--- src/rtl/seq_left_shift.sv ---
// Multi-cycle 32-bit left shifter: one binary-weighted stage per cycle (16,8,4,2,1)
// with signed-overflow accumulation and a start/ready/result_valid handshake.
module seq_left_shift #(
  parameter int WIDTH = 32,
  parameter int SHW   = 5
) (
  input  logic             clock,
  input  logic             reset_n,
  input  logic             start,
  input  logic [WIDTH-1:0] data_in,
  input  logic [SHW-1:0]   shamt,
  output logic             ready,
  output logic [WIDTH-1:0] result,
  output logic             result_valid,
  output logic             ovf
);

  typedef enum logic [1:0] {
    IDLE  = 2'd0,
    SHIFT = 2'd1,
    DONE  = 2'd2
  } state_t;

  state_t           state_q, state_d;
  logic [2:0]       stage_q, stage_d;
  logic [WIDTH-1:0] work_q, work_d;
  logic [SHW-1:0]   amt_q, amt_d;
  logic             ovf_q, ovf_d;
  logic             ready_q, ready_d;
  logic             valid_q, valid_d;

  logic [SHW-1:0]   step_s;
  logic [2:0]       bit_idx_s;

  // A shift by s keeps the signed value only if the top s+1 bits are all equal.
  function automatic logic top_bits_uniform(input logic [WIDTH-1:0] w,
                                            input logic [SHW-1:0]   s);
    logic [WIDTH-1:0] m;
    m = {WIDTH{1'b1}} << (5'd31 - s);
    return ((w & m) == {WIDTH{1'b0}}) || ((w & m) == m);
  endfunction

  // Stage weight and the amount-register bit that enables it.
  always_comb begin
    step_s    = 5'd16 >> stage_q;
    bit_idx_s = 3'd4 - stage_q;
  end

  // Next-state, datapath and handshake decode.
  always_comb begin
    state_d = state_q;
    stage_d = stage_q;
    work_d  = work_q;
    amt_d   = amt_q;
    ovf_d   = ovf_q;
    case (state_q)
      IDLE: begin
        if (start) begin
          work_d  = data_in;
          amt_d   = shamt;
          ovf_d   = 1'b0;
          stage_d = 3'd0;
          state_d = SHIFT;
        end else begin
          state_d = IDLE;
        end
      end
      SHIFT: begin
        if (amt_q[bit_idx_s]) begin
          work_d = work_q << step_s;
          ovf_d  = ovf_q | ~top_bits_uniform(work_q, step_s);
        end else begin
          work_d = work_q;
          ovf_d  = ovf_q;
        end
        if (stage_q == 3'd4) begin
          stage_d = 3'd0;
          state_d = DONE;
        end else begin
          stage_d = stage_q + 3'd1;
          state_d = SHIFT;
        end
      end
      DONE: begin
        state_d = IDLE;
      end
      default: begin
        state_d = IDLE;
        stage_d = 3'd0;
      end
    endcase
    ready_d = (state_d == IDLE);
    valid_d = (state_d == DONE);
  end

  // State and datapath registers; reset discards any in-flight shift.
  always_ff @(posedge clock or negedge reset_n) begin
    if (!reset_n) begin
      state_q <= IDLE;
      stage_q <= 3'd0;
      work_q  <= {WIDTH{1'b0}};
      amt_q   <= {SHW{1'b0}};
      ovf_q   <= 1'b0;
      ready_q <= 1'b1;
      valid_q <= 1'b0;
    end else begin
      state_q <= state_d;
      stage_q <= stage_d;
      work_q  <= work_d;
      amt_q   <= amt_d;
      ovf_q   <= ovf_d;
      ready_q <= ready_d;
      valid_q <= valid_d;
    end
  end

  assign ready        = ready_q;
  assign result       = work_q;
  assign result_valid = valid_q;
  assign ovf          = ovf_q;

endmodule

--- config.mk ---
export PLATFORM = sky130hd
export DESIGN_NAME = seq_left_shift
export DESIGN_NICKNAME = d
export VERILOG_FILES = /design/src/rtl/seq_left_shift.sv
export SDC_FILE = /design/constraint.sdc
export NUM_CORES = 1
export LEC_CHECK = 0
export CAP_MARGIN = 15
export CORE_AREA = 2 2 92 94
export DETAILED_ROUTE_END_ITERATION = 10
export DIE_AREA = 0 0 94 96
export HOLD_SLACK_MARGIN = 0.03
export PLACE_DENSITY = 0.8
export SYNTH_ARGS = -nofsm -noshare
export SYNTH_HDL_FRONTEND = slang
export SYNTH_SLANG_ARGS = --single-unit
--- constraint.sdc ---
create_clock -name clock -period 2.9 [get_ports clock]
set_input_delay 0.58 -clock clock [delete_from_list [all_inputs] [get_ports clock]]
set_output_delay 0.58 -clock clock [all_outputs]
set_load 0.05 [all_outputs]
; Word-level counts from Yosys, hierarchy flattened
; Index checks and enable logic that the tools add are counted.
[word_totals]
memories = 0
wordCells = 47
mem_bits_ro = 0
input_bits = 40
ram_bits = 0
latchBits = 0
regBits = 45
[op_classes]
mul = 0
mux = 14
div_mod_pow = 0
n_shift = 3
reduce_logical = 8
n_addsub = 3
bitwise_logic = 4
magnitude_cmp = 1
n_eq_ne = 7
[op_table]
columns = op, n
row1 = $mux 32, 2
row2 = $pmux 32 s2, 1
row3 = $and 32x32->32, 1
row4 = $eq 32x32->1, 1
row5 = $logic_not 32->1, 1
row6 = $shl 32x5->32, 1
row7 = $shl 32x5->32 const A, 1
row8 = $pmux 3 s3, 1
row9 = $mux 3, 2
row10 = $shr 5x3->5 const A, 1
row11 = $sub 5x5->5 const A, 1
row12 = $eq 2x2->1 const B, 2
row13 = $logic_not 2->1, 2
row14 = $lt 3x4->1 const B, 1
row15 = $mux 1, 4
row16 = $ne 2x2->1 const B, 2
row17 = $pmux 2 s2, 1
row18 = $reduce_and 2->1, 2
row19 = $add 3x1->3 const B, 1
row20 = $bmux 1 s3, 1
row21 = $eq 3x3->1 const B, 1
row22 = $reduce_and 3->1, 1
row23 = $sub 3x3->3 const A, 1
row24 = $eq 2x1->1 const B, 1
row25 = other kinds (6), 7

; Logic depth before layout (Yosys ltp)
[logic_depth]
word_depth = 10
depth_mapped = 13

; Worst setup path after synthesis
; OpenSTA, ideal clock, no wires.
[synth_path]
path_type = register to register
start = register stage_q[1]
end = register work_q[31] (netlist: result[31])
stages_incl_launch_ff = 11
synth_period_minus_slack_ns = 2.641
slack_ns = 0.259
setup_ns = 0.082
required_ns = 2.818
path_buffers = 2
arrival_time_ns = 2.559
cell_sequence = dfrtp_1 inv_1 ha_1 ha_1 buf_2 buf_1 mux4_2 mux2_2 a21oi_1 nand2_1 a31oi_1
[synth_via]
elab_chain_len = 5
word_cells_on_any_way = 9
cone_classes = add/sub: 1 / eq/ne: 1 / shift: 2 / mux: 4 / reduce/logical: 1
[synth_rtl]
columns = element, line_no
row1 = start: declaration, 25  ; logic [2:0] stage_q, stage_d;
row2 = start signal: assignment, 108  ; stage_q <= stage_d;
row3 = $sub 3x3->3, 46  ; bit_idx_s = 3'd4 - stage_q;
row4 = $bmux 1 s3, 69  ; if (amt_q[bit_idx_s]) begin
row5 = $mux 1 (not written as such), 69
row6 = $ne 2x2->1 (no line), -
row7 = $reduce_and 3->1 (no line), -
row8 = end signal: assignment, 101  ; work_q <= {WIDTH{1'b0}};
row9 = end signal: assignment, 109  ; work_q <= work_d;
row10 = end: declaration, 26  ; logic [WIDTH-1:0] work_q, work_d;
; Parallel ways exist; a longest one is shown, timed or not. The select of a mux whose other input is x is not followed.
; A chain may end at the register's enable or synchronous reset.

; Final worst setup path
[layout_path]
start = register stage_q[1]
end = register ovf_q (netlist: ovf)
[layout_via]
elab_chain_len = 10
word_cells_on_any_way = 16
cone_classes = add/sub: 2 / eq/ne: 2 / shift: 2 / mux: 4 / bitwise: 3 / reduce/logical: 3
[layout_rtl]
columns = element, line_no
row1 = $shr 5x3->5, 45  ; step_s = 5'd16 >> stage_q;
row2 = $sub 5x5->5, 39  ; m = {WIDTH{1'b1}} << (5'd31 - s);
row3 = $shl 32x5->32, 39
row4 = $and 32x32->32, 40  ; return ((w & m) == {WIDTH{1'b0}}) || ((w & m) == m);
row5 = $eq 32x32->1 or $logic_not 32->1 (tied branches), 40
row6 = $logic_or 1x1->1, 40
row7 = $not 1->1, 71  ; ovf_d = ovf_q | ~top_bits_uniform(work_q, step_s);
row8 = $or 1x1->1, 71
row9 = $mux 1, 69
row10 = $pmux 1 s2, 56  ; case (state_q)
row11 = end signal: assignment, 111  ; ovf_q <= ovf_d;
row12 = end: declaration, 28  ; logic ovf_q, ovf_d;
; Parallel ways exist; a longest one is shown, timed or not. The select of a mux whose other input is x is not followed.

==> flow_summary.toml <==
[run_status]
status = "finished clean"

[setup_path]
startpoint_type = "flop"
critical_path_buf_inv_count = 3
r2r_end = "ovf"
slowest_stage = "dfrtp_1"
critPathLaunch = "stage_q[1]"
critical_path_depth = 11
crit_path_end = "ovf"
ff2ff_setup_slack_ns = 0.17
timing.rr.start = "stage_q[1]"
critPathRequiredTime_ns = 3.10
path_cells = "inv_1 > ha_1 > ha_1 > inv_1 > buf_4 > o31ai_1 > nor4_1 > nor2_1 > a2111oi_2 > a221oi_1 > and3_1"
critPathMaxFanout = 13
critical-path-top-delay-family = "compound AO/OA/AOI/OAI gates"
worstSetupPathType = "reg -> reg"
reg2reg_depth = 11
max_stage_delay_ns = 0.43
end_kind = "flop"
crit_arrival_ns = 2.94

[floorplan]
die_x_um = 94
core-area_um2 = 8050
core.rowCount = 33
die_h_um = 96
ios = 75
die_area_um2 = 9020
start_util = 0.527

[finish]
nets = 641
syn2layout_area_growth_pct = 25.5
multi_input_area_um2 = 2840
drive_above_1_share = 0.148
antenna_cells = 0
n_fill_cell = 712
regArea_um2 = 1130

[global_routing]
antenna_found_initial = 0
grt_pass1_wl_um = 25400
first_global_vias = 4369
grt_start_max_net_pins = 46
grt_usage = 0.379
grt-ovfl-total = 0

[clock_network]
clock_latency_ns = 0.31
clock_sinks = 45
cts_buffers = 5
cts_tree = "yes"
post-cts-setup-buffers = 0
clk_pin_slew_ns = 0.09
h-tree-depth = 2
cts-root-buf = "clkbuf_8"
postCtsHoldBufs = 0
cts_buffer_depth = 2

[synth]
synthTopCellsByCount = "nand2_1 (68), mux2i_1 (48), dfrtp_1 (44), o21ai_0 (44), a21oi_1 (35)"
synth_area_leaders = "dfrtp_1 (26%), mux2i_1 (11%), mux2_2 (6.1%)"
synth_seq_cells = 45
synth_ff_type = "dfrtp_1"
syn-cell-area_um2 = 4250
ys_types = 66
netlist.top_cell.by_area = "dfrtp_1"
syn_area_per_cell_um2 = 8.20
yosysMostFrequentCell = "nand2_1"
yosys.area.top_type_share = 0.259
ys_warn_count = 0
synth_edf_count = 0
syn_inst = 518
synth_fp_nets = 566
synth-seq-area-share = 0.265
async_flop_share = 1.00

[route]
topRoutingLayerUsed = "met4"
dr_wl_met3_um = 1670
drtIter0Drc = 559
drtPass1Iterations = 7
wl_per_cell_um = 23.7
viasPerCell = 6.84
wl_met2_um = 7470
wl_met1_um = 6550
wirelength_um = 16600
vias = 4780
ant_nets = 0
drcViolationCount = 0

[sta]
setup_tns_ns = 0
fin_crit_ns = 2.73
tightest_slew_ns = 0.976
fin_crit_sh = 0.942
finalMaxSlewViolations = 0
clock_skew_ns = 0.00569
rsz0062_at_grt = "no"
fmax_ghz = 0.366
relSlewSlack = 0.348
finalHoldViolCount = 0
report.final.setup_viol = 0

[run]
maxCapViolCount = 0

[placement]
finalWeightedCongestion = 1.06
hpwl_um = 12200
port_buffers = 74

[hold_path]
hp-class = "in -> async"
-- kinds of logic after synthesis --
group                      count (synthesis)  share of synthesized area
muxes                                     76                      0.201
DFF                                       45                      0.265
AOI/OAI and AO/OA                        168                      0.255
and+or+nand+nor                          163                      0.183
adders and majority gates                  8                     0.0236
buffers and inverters                     58                     0.0719
-- cell type report --
type / count / area share
Sequential cell: 45 / 0.212
Multi-Input combinational cell: 415 / 0.534
Inverter: 15 / 0.0106
Clock inverter: 1 / 0.00564
Tap cell: 105 / 0.0247
Clock buffer: 7 / 0.0162
Timing Repair Buffer: 111 / 0.197
-- layer usage --
metal  up-vias  GRT usage
met5         -          0
met4         0      0.176
met3        91     0.0650
met2       368      0.586
met1      2220      0.517
li1       2101          -
-- through the flow --
stage	utilization	cell area (µm²)	std cells	worst slack (ns)	hold slack, ns
6_report	0.662	5330	699	0.167	0.227
5_1_grt	0.662	5330	699	0.00812	0.259
4_1_cts	0.656	5280	698	0.0338	0.486
3_5_place_dp	0.641	5160	690	0.0600	0.497
3_3_place_gp	0.641	5160	690	0.0820	0.489
2_1_floorplan	-	4250	518	0.259	0.284
-- repair_timing --
| action | 4_1_cts | 5_1_grt |
|---|---|---|
| gates resized for setup | 0 | 7 |
| setup endpoints to repair | 0 | 29 |
| hold endpoints to repair | 0 | 0 |
-- cells in the final DEF, fill, tap and decap left out, types with 5 or more instances in the layout --
| cell type | netlist | routed |
|---|---|---|
| a21o_1 | 5 | 5 |
| a21oi_1 | 35 | 34 |
| a221oi_1 | 5 | 5 |
| a22oi_1 | 14 | 14 |
| a31oi_1 | 9 | 9 |
| buf_4 | 1 | 34 |
| clkbuf_8 | 0 | 6 |
| clkdlybuf4s50_1 | 0 | 73 |
| dfrtp_1 | 44 | 43 |
| ha_1 | 8 | 6 |
| inv_1 | 13 | 13 |
| mux2_2 | 23 | 23 |
| mux2i_1 | 48 | 48 |
| mux4_2 | 5 | 5 |
| nand2_1 | 68 | 68 |
| nand3_1 | 12 | 12 |
| nor2_1 | 30 | 30 |
| nor3_1 | 12 | 12 |
| nor4_1 | 5 | 5 |
| o21ai_0 | 44 | 44 |
| o22ai_1 | 9 | 9 |
| o31ai_1 | 6 | 6 |
| or3_1 | 7 | 7 |
-- state kept, by name, summed over array words and instances (netlist names) --
signal	cells
result	32
amt_q	5
ready	1
ovf	1
stage_q	3
state_q	2
result_valid	1
-- how the worst min path moves through the flow --
stage / to / slack, ns / depth (start not counted)
final: result[30] / 0.23 / 1
after CTS: result[23] / 0.49 / 1
after global routing: result[30] / 0.26 / 1
after global placement: amt_q[3] / 0.49 / 1
after detailed placement: amt_q[0] / 0.50 / 1
after floorplan: amt_q[0] / 0.28 / 0
Power is not shown: default switching activity piles up to over one toggle a cycle in this logic, so the estimate is an artifact.
